[config.mk]
export PLATFORM = sky130hd
export DESIGN_NAME = bcd_counter_3d_flat
export DESIGN_NICKNAME = d
export VERILOG_FILES = /design/src/rtl/bcd_counter_3d_if.sv /design/src/rtl/bcd_counter_3d.sv /design/src/flat_wrapper.sv
export SDC_FILE = /design/constraint.sdc
export NUM_CORES = 1
export LEC_CHECK = 0
export CAP_MARGIN = 5
export CORE_MARGIN = 1
export CORE_UTILIZATION = 55
export CTS_CLUSTER_SIZE = 14
export DETAILED_ROUTE_END_ITERATION = 8
export PLACE_DENSITY = 0.79
export SKIP_CTS_REPAIR_TIMING = 1
export SLEW_MARGIN = 20
export SYNTH_ARGS = -nofsm -noshare
export SYNTH_HDL_FRONTEND = slang
export SYNTH_SLANG_ARGS = --single-unit
[constraint.sdc]
create_clock -name clk -period 2.05 [get_ports clk]
set_input_delay 0.41 -clock clk [delete_from_list [all_inputs] [get_ports clk]]
set_output_delay 0.41 -clock clk [all_outputs]
set_load 0.03 [all_outputs]
[src/rtl/bcd_counter_3d_if.sv]
// Bus bundle for the 3-digit BCD counter.
// Ports (from the counter's point of view):
//   btn_in   in   raw asynchronous push-button, high = pressed
//   up_dn    in   count direction, 1 = up, 0 = down
//   clr      in   synchronous clear of the count to 000
//   load     in   synchronous load of load_val
//   load_val in   12-bit BCD {d2,d1,d0}
//   auto_en  in   enable for the prescaled auto-count
//   digits   out  registered BCD count {d2,d1,d0}
//   wrap     out  one-cycle pulse on 999->000 / 000->999
//   upd      out  one-cycle pulse whenever digits is written
interface bcd_counter_3d_if;
  logic        btn_in;
  logic        up_dn;
  logic        clr;
  logic        load;
  logic [11:0] load_val;
  logic        auto_en;
  logic [11:0] digits;
  logic        wrap;
  logic        upd;

  modport master (
    output btn_in, up_dn, clr, load, load_val, auto_en,
    input  digits, wrap, upd
  );

  modport slave (
    input  btn_in, up_dn, clr, load, load_val, auto_en,
    output digits, wrap, upd
  );
endinterface

[src/rtl/bcd_counter_3d.sv]
// Three-digit BCD up/down counter stepped by a debounced push-button and/or
// a prescaled auto-count tick, with synchronous clear and load.
// Ports:
//   clk  sole clock, rising edge
//   rst  synchronous active-high reset
//   bus  bcd_counter_3d_if.slave (button, direction, clr/load, auto_en in;
//        digits, wrap, upd out)
// Parameters:
//   DB_CYCLES  consecutive clocks the synchronized button must differ from
//              the debounced state before that state changes (2..65535)
//   AUTO_DIV   clocks per auto-count tick (2..2^20)
module bcd_counter_3d #(
  parameter int DB_CYCLES = 16,
  parameter int AUTO_DIV  = 1000
) (
  input  logic             clk,
  input  logic             rst,
  bcd_counter_3d_if.slave  bus
);

  localparam int              PW       = $clog2(AUTO_DIV);
  localparam logic [PW-1:0]   PRE_LAST = PW'(AUTO_DIV - 1);
  localparam logic [15:0]     DB_LAST  = 16'(DB_CYCLES - 1);

  // One BCD step; bit 12 is the carry/borrow out of the top digit (wrap).
  function automatic logic [12:0] bcd_step(input logic [11:0] v, input logic up);
    logic [11:0] r;
    logic        c;
    r = v;
    c = 1'b1;
    for (int i = 0; i < 3; i++) begin
      if (c) begin
        if (up) begin
          if (v[4*i +: 4] >= 4'd9) r[4*i +: 4] = 4'd0;
          else begin
            r[4*i +: 4] = v[4*i +: 4] + 4'd1;
            c = 1'b0;
          end
        end else begin
          if (v[4*i +: 4] == 4'd0) r[4*i +: 4] = 4'd9;
          else begin
            r[4*i +: 4] = v[4*i +: 4] - 4'd1;
            c = 1'b0;
          end
        end
      end
    end
    return {c, r};
  endfunction

  // Saturate each loaded digit to 9 so digits stays valid BCD.
  function automatic logic [11:0] bcd_sat(input logic [11:0] v);
    logic [11:0] r;
    for (int i = 0; i < 3; i++)
      r[4*i +: 4] = (v[4*i +: 4] > 4'd9) ? 4'd9 : v[4*i +: 4];
    return r;
  endfunction

  logic          r_s1, r_s2, r_db, r_press;
  logic [15:0]   r_db_cnt;
  logic [PW-1:0] r_pre;
  logic [11:0]   r_digits;
  logic          r_wrap, r_upd;

  logic          w_tick, w_step, w_db_hit;
  logic [12:0]   w_bcd;
  logic [11:0]   w_digits_nx;
  logic          w_wrap_nx, w_upd_nx;
  logic [PW-1:0] w_pre_nx;

  always_comb begin
    w_tick      = bus.auto_en && (r_pre == PRE_LAST);
    w_step      = r_press || w_tick;
    w_db_hit    = (r_s2 != r_db) && (r_db_cnt == DB_LAST);
    w_bcd       = bcd_step(r_digits, bus.up_dn);
    w_digits_nx = r_digits;
    w_wrap_nx   = 1'b0;
    w_upd_nx    = 1'b0;
    // clr > load > step; a coincident press/tick is simply dropped.
    if (bus.clr) begin
      w_digits_nx = 12'h000;
      w_upd_nx    = 1'b1;
    end else if (bus.load) begin
      w_digits_nx = bcd_sat(bus.load_val);
      w_upd_nx    = 1'b1;
    end else if (w_step) begin
      w_digits_nx = w_bcd[11:0];
      w_wrap_nx   = w_bcd[12];
      w_upd_nx    = 1'b1;
    end
    if (bus.clr || !bus.auto_en || (r_pre == PRE_LAST)) w_pre_nx = '0;
    else                                                w_pre_nx = r_pre + 1'b1;
  end

  always_ff @(posedge clk) begin
    if (rst) begin
      r_s1     <= 1'b0;
      r_s2     <= 1'b0;
      r_db     <= 1'b0;
      r_db_cnt <= '0;
      r_press  <= 1'b0;
      r_pre    <= '0;
      r_digits <= 12'h000;
      r_wrap   <= 1'b0;
      r_upd    <= 1'b0;
    end else begin
      // Two-flop synchronizer for the asynchronous button.
      r_s1 <= bus.btn_in;
      r_s2 <= r_s1;
      // Debounce: count consecutive disagreeing clocks; flip db on the clock
      // the count would reach DB_CYCLES. Only a 0->1 flip is a press.
      r_press <= 1'b0;
      if (r_s2 == r_db) begin
        r_db_cnt <= '0;
      end else if (w_db_hit) begin
        r_db     <= r_s2;
        r_db_cnt <= '0;
        r_press  <= r_s2;
      end else begin
        r_db_cnt <= r_db_cnt + 16'd1;
      end
      r_pre    <= w_pre_nx;
      r_digits <= w_digits_nx;
      r_wrap   <= w_wrap_nx;
      r_upd    <= w_upd_nx;
    end
  end

  assign bus.digits = r_digits;
  assign bus.wrap   = r_wrap;
  assign bus.upd    = r_upd;

endmodule

[src/flat_wrapper.sv]
// flat-port wrapper written by rule: the top's interface ports become plain ports
module bcd_counter_3d_flat 
#(
  parameter int DB_CYCLES = 16,
  parameter int AUTO_DIV  = 1000
)
  (clk, rst, bus_btn_in, bus_up_dn, bus_clr, bus_load, bus_load_val, bus_auto_en, bus_digits, bus_wrap, bus_upd);
  bcd_counter_3d_if bus_i ();
  input  logic clk;
  input  logic rst;
  input wire logic [$bits(bus_i.btn_in)-1:0] bus_btn_in;
  input wire logic [$bits(bus_i.up_dn)-1:0] bus_up_dn;
  input wire logic [$bits(bus_i.clr)-1:0] bus_clr;
  input wire logic [$bits(bus_i.load)-1:0] bus_load;
  input wire logic [$bits(bus_i.load_val)-1:0] bus_load_val;
  input wire logic [$bits(bus_i.auto_en)-1:0] bus_auto_en;
  output wire logic [$bits(bus_i.digits)-1:0] bus_digits;
  output wire logic [$bits(bus_i.wrap)-1:0] bus_wrap;
  output wire logic [$bits(bus_i.upd)-1:0] bus_upd;
  assign bus_i.btn_in = bus_btn_in;
  assign bus_i.up_dn = bus_up_dn;
  assign bus_i.clr = bus_clr;
  assign bus_i.load = bus_load;
  assign bus_i.load_val = bus_load_val;
  assign bus_i.auto_en = bus_auto_en;
  assign bus_digits = bus_i.digits;
  assign bus_wrap = bus_i.wrap;
  assign bus_upd = bus_i.upd;
  bcd_counter_3d #(.DB_CYCLES(DB_CYCLES), .AUTO_DIV(AUTO_DIV)) u_core (.clk(clk), .rst(rst), .bus(bus_i));
endmodule
# ---- Yosys cells after proc, flatten, opt, wreduce, memory -nomap -nowiden
# Index checks and enable logic that the tools add are counted.
dict set report totals {
  word_cells 82
  mem_bits_rw 0
  mem_count 0
  input_bits 19
  regBits 44
  latchBits 0
  mem_bits_ro 0
  output_inout_bits 14
}
dict set report op_classes {
  div 0
  n_mul 0
  muxes 29
  n_reduce_logical 20
  n_shift 0
  n_eq_ne 4
  n_bitwise 4
  add_sub_neg 8
  n_lt_le_gt_ge 6
}
# operator n
set op_table {}
lappend op_table {{4-bit two-way mux} 14}
lappend op_table {{12-bit two-way mux} 2}
lappend op_table {{16-bit by 1-bit adder with 16-bit output (second input constant)} 1}
lappend op_table {{16-bit by 4-bit == test with 1-bit output (second input constant)} 1}
lappend op_table {{1-bit two-way mux} 13}
lappend op_table {{4-bit by 1-bit adder with 4-bit output (second input constant)} 3}
lappend op_table {{4-bit >= comparator (second input constant)} 3}
lappend op_table {{4-bit > comparator (second input constant)} 3}
lappend op_table {{4-bit logical NOT} 3}
lappend op_table {{4-bit by 1-bit subtractor with 4-bit output (second input constant)} 3}
lappend op_table {{10-bit by 1-bit adder with 10-bit output (second input constant)} 1}
lappend op_table {{10-bit == test (second input constant)} 1}
lappend op_table {{2-bit AND reduction} 3}
lappend op_table {{2-bit nonzero test} 3}
lappend op_table {{3-bit OR reduction} 2}
lappend op_table {{5-bit OR reduction} 1}
lappend op_table {{1-bit inverter} 4}
lappend op_table {{2-bit OR reduction} 2}
lappend op_table {{1-bit logical OR} 3}
lappend op_table {{1-bit logical AND} 2}
lappend op_table {{1-bit == test} 1}
lappend op_table {{1-bit logical NOT} 1}
lappend op_table {{1-bit inequality test} 1}

# ---- Logic depth before layout (Yosys ltp)
dict set report depth {
  ltp_word 7
  depth_mapped 7
  ltp_nobuf 7
}

# ---- Worst setup path after synthesis
# OpenSTA, ideal clock, no wires.
dict set report synth_path {
  path_kind {flip-flop to flip-flop}
  startpoint {reg u_core.r_digits[5] (netlist: u_core.bus.digits[5])}
  endpoint {reg u_core.r_digits[8] (netlist: u_core.bus.digits[8])}
  path_buffers 0
  required_time_ns 1.987
  stages_incl_launch_ff 8
  t_arrival_ns 2.033
  setup_time_ns 0.063
  synth_period_minus_slack_ns 2.096
  setup_slack_ns -0.046
  path_cell_list {dfxtp_1 inv_1 ha_1 or3b_1 o2bb2ai_2 a31oi_4 mux2_4 nor2_2}
}
dict set report synth_between {
  elab_chain_len 6
  word_cells_on_any_way 8
  cone_classes {order compare (1); mux (4); reduce/logical (3)}
}
# item line_no
set synth_rtl {}
lappend synth_rtl {{start: declaration} bcd_counter_3d.sv:62} ;# logic [11:0] r_digits;
lappend synth_rtl {{start signal: assignment} bcd_counter_3d.sv:123} ;# r_digits <= w_digits_nx;
lappend synth_rtl {{4-bit >= comparator / 4-bit logical NOT (equally long branches)} {bcd_counter_3d.sv:34, bcd_counter_3d.sv:40}}
lappend synth_rtl {{1-bit two-way mux, on equally long branches} {bcd_counter_3d.sv:34, bcd_counter_3d.sv:40}}
lappend synth_rtl {{1-bit two-way mux *} bcd_counter_3d.sv:33} ;# if (up) begin
lappend synth_rtl {{1-bit two-way mux *} bcd_counter_3d.sv:32} ;# if (c) begin
lappend synth_rtl {{2-bit nonzero test (no source line) *} --}
lappend synth_rtl {{2-bit AND reduction (no source line) *} --}
# Every way passes the cells marked *; elsewhere a longest branch is shown, timed or not.
# A chain may end at the register's enable or synchronous reset.

# ---- Final worst setup path
dict set report layout_path {
  startpoint {reg u_core.r_digits[10] (netlist: u_core.bus.digits[10])}
  endpoint {out bus_digits[10]}
}
# item line_no
set layout_lines {}
lappend layout_lines {{end: declaration} flat_wrapper.sv:17} ;# output wire logic [$bits(bus_i.digits)-1:0] bus_digits;
# No word-level cell between the ends.

==> impl_results.md <==
- Cells after Synth: 308
- Hpwl dp: 4.280 mm
- Status: finished, violations left
- CTS sink cnt: 44
- WS Path Type: register to primary output
- Final setup fails: 0
- Cell variety after synth: 60
- Max_slew headroom: 69.11%
- Hold_ws: 0.4409 ns
- Required time worst endpoint: 1.64 ns
- Vias in the first global route: 2,199
- CP Depth: 1
- Core Rows: 24
- Clk buf depth: 2
- R2r endpoint: u_core.bus.digits[8]$_SDFFE_PP0P_
- Failing checks: DRC
- Largest Register: u_core.r_db_cnt
- Layout Cell Area excl Fill: roughly 0.0032 sq mm
- Peak fanout along the critical path: 11
- Clk_skew: ~0.012 ns
- Final Slew Violations: 0
- GRT overflow: 0
- Final Hold Violating Endpoints: 0
- Drt pass-1 iters: 6
- Area of the mapped netlist: ~0.0026 sq mm
- I/O pins: 33
- Launch point of the critical path: u_core.bus.digits[10]$_SDFFE_PP0P_
- Placer Congestion: slightly above 0.9
- Synth Flop Type: dfxtp_1
- CP Launch Type: register
- Slowest library cell on the worst path: clkdlybuf4s50_1
- DRC: 2
- Share of layout cells above drive strength 1: 13.20%
- Ys Warns: 0
- Total CTS buffers: 5
- Mapped Avg Cell Area: about 8.4 sq um
- Fin cells: between 400 and 500
- Worst-Margin Slew: approximately 0.46 ns
- RSZ-0062 raised after global routing: no
- Final wirelength: 5.875 mm
- CP Capture Type: primary output
- Die ar.: approximately 0.005 sq mm
- Initial Utilization: approximately 58%
- Cell chosen for the clock root: clkbuf_8
- Largest net degree at the start of global routing: 16
- Tcrit/Tclk final: ~96%
- Final Util: 71.40%
- Crit path to: bus_digits[10]
- Htree depth: 2
- Die width: about 71 um
- GRT Overall Usage: around a quarter
- Pwr dens: roughly 540 mW/mm^2
- Fmax achieved: around 0.51 GHz
- Max VDD drop: between 0.3 and 0.4 mV
- Clock-pin slew on the worst setup and hold paths: around 0.090 ns
- Post-synthesis register bit count: 44
- Post-synth EDFFs: 0
- Crit path buffers/inverters: 1
- Worst hold path startpoint: u_core.r_s1$_SDFF_PP0_
- CP Cell Sequence: clkdlybuf4s50_1
- Detail Route Antenna Nets: 0
- Post-synth top area share: 34.13%
- Min Tclk post-route: ~2.0 ns
- Max cap viols: 0
- Drt initial violations: 126
- Critical path's top delay family: buffers and inverters
- Largest cells by area after synthesis: dfxtp_1 34%, nor2_1 7.0%, ha_1 5.8%
- Worst stage delay on the critical path: between 0.7 and 0.8 ns
- Mapped Nets: ~340
- Core area: 0.004444 sq mm
- Register-to-register setup slack: 0.14 ns
- Worst Reg-to-Reg Cells: 7
- Worst r2r src: u_core.bus.digits[5]$_SDFFE_PP0P_
- DR vias/cell: between 6 and 7
- CTS tree: built
- Placed Area: ~0.0031 sq mm
- Setup Total Neg Slack: 0 ns
- Antenna Cells: 0
- Via count: approximately 2.5k
- WL per Instance: 14.40 um
- Leading area contributor after synthesis: dfxtp_1
- Placed insts: 401
- First-pass GRT wire length: 9.894 mm
- Antenna violations before repair: 0
- Hold WC Path Type: register to register
- Post-synth ARST share: 0%
- Layout net count: 387
- Max reg flops: 16
- Pleak: ~1.2 nW
- Share of the yosys chip area belonging to registers: ~34%
- P&R area growth vs syn: 22.93%
- Die Y: ~71 um
- Worst EP arrival: 1.56 ns
- Port bufs: 32
- Worst skew pair latency: around 0.29 ns
==> routing by layer <==
metal	global-route usage, %	up-vias	wire length, um
li1	-	1210	-
met1	32.38	1156	2707
met2	40.45	96	2737
met3	4.329	14	320
met4	8.844	0	110
met5	0	-	0
==> cell usage after synthesis, types with 6 or more instances <==
master    number
o21ai_0        9
inv_1         17
ha_1          12
nand4_1        6
nor2_1        48
nand2_1       11
a21oi_1       10
nand3_1       19
xnor2_1        8
xor2_1        16
clkbuf_1      11
dfxtp_1       44
a211oi_1       7
and3_1         7
==> how the worst min path moves through the flow <==
stage / endpoint / slack, ns / cells after the start
after detailed placement: u_core.r_s2$_SDFF_PP0_ / 0.43 / 1
after global placement: u_core.r_s2$_SDFF_PP0_ / 0.42 / 1
after floorplan: u_core.r_s2$_SDFF_PP0_ / 0.41 / 1
after CTS: u_core.r_s2$_SDFF_PP0_ / 0.44 / 1
after global routing: u_core.r_s2$_SDFF_PP0_ / 0.47 / 1
final: u_core.r_s2$_SDFF_PP0_ / 0.44 / 1
==> kinds of logic (layout without fill, tap and decap cells) <==
logic type | Yosys count | in the layout | synth area share, %
muxes | 2 | 2 | 0.9693
AOI/OAI and AO/OA | 66 | 66 | 19.88
buffers and inverters | 30 | 78 | 4.653
xor gates and xnor gates | 24 | 24 | 8.143
and+or+nand+nor | 130 | 130 | 26.42
DFF | 44 | 44 | 34.12
adders and majority gates | 12 | 12 | 5.817
==> final cells by class <==
type | count | area [sq um]
tap | 52 | 65.06
sequential | 44 | 882.1
inverter | 18 | 67.56
clock inverter | 2 | 12.51
fill | 369 | 1271
timing repair buffer | 53 | 480.5
clock buffer | 5 | 68.82
multi-input combinational | 234 | 1597
==> placed cells by master (no fill, tap or decap), types with 8 or more instances in the layout <==
cell	count
xor2_1	16
a21oi_1	10
o21ai_0	9
inv_1	17
buf_4	21
dfxtp_1	43
nand2_1	11
xnor2_1	8
clkdlybuf4s50_1	31
nand3_1	19
ha_1	11
nor2_1	48
==> power breakdown <==
group	internal, mW	total [mW]	switching (mW)
sequential	0.868	0.884	0.0166
clock	0.231	0.519	0.288
combinational	0.148	0.303	0.156
total	1.25	1.71	0.460
==> through the flow <==
step / setup WS [ns] / power, mW
after detailed placement: -0.08958 / 1.203
after global routing: 0.01080 / 1.778
after global placement: -0.06640 / 1.199
after floorplan: 0.01473 / 1.081
final: 0.07512 / 1.707
after CTS: 0.04599 / 1.711
Note: power is estimated with default switching activity, not from simulation.
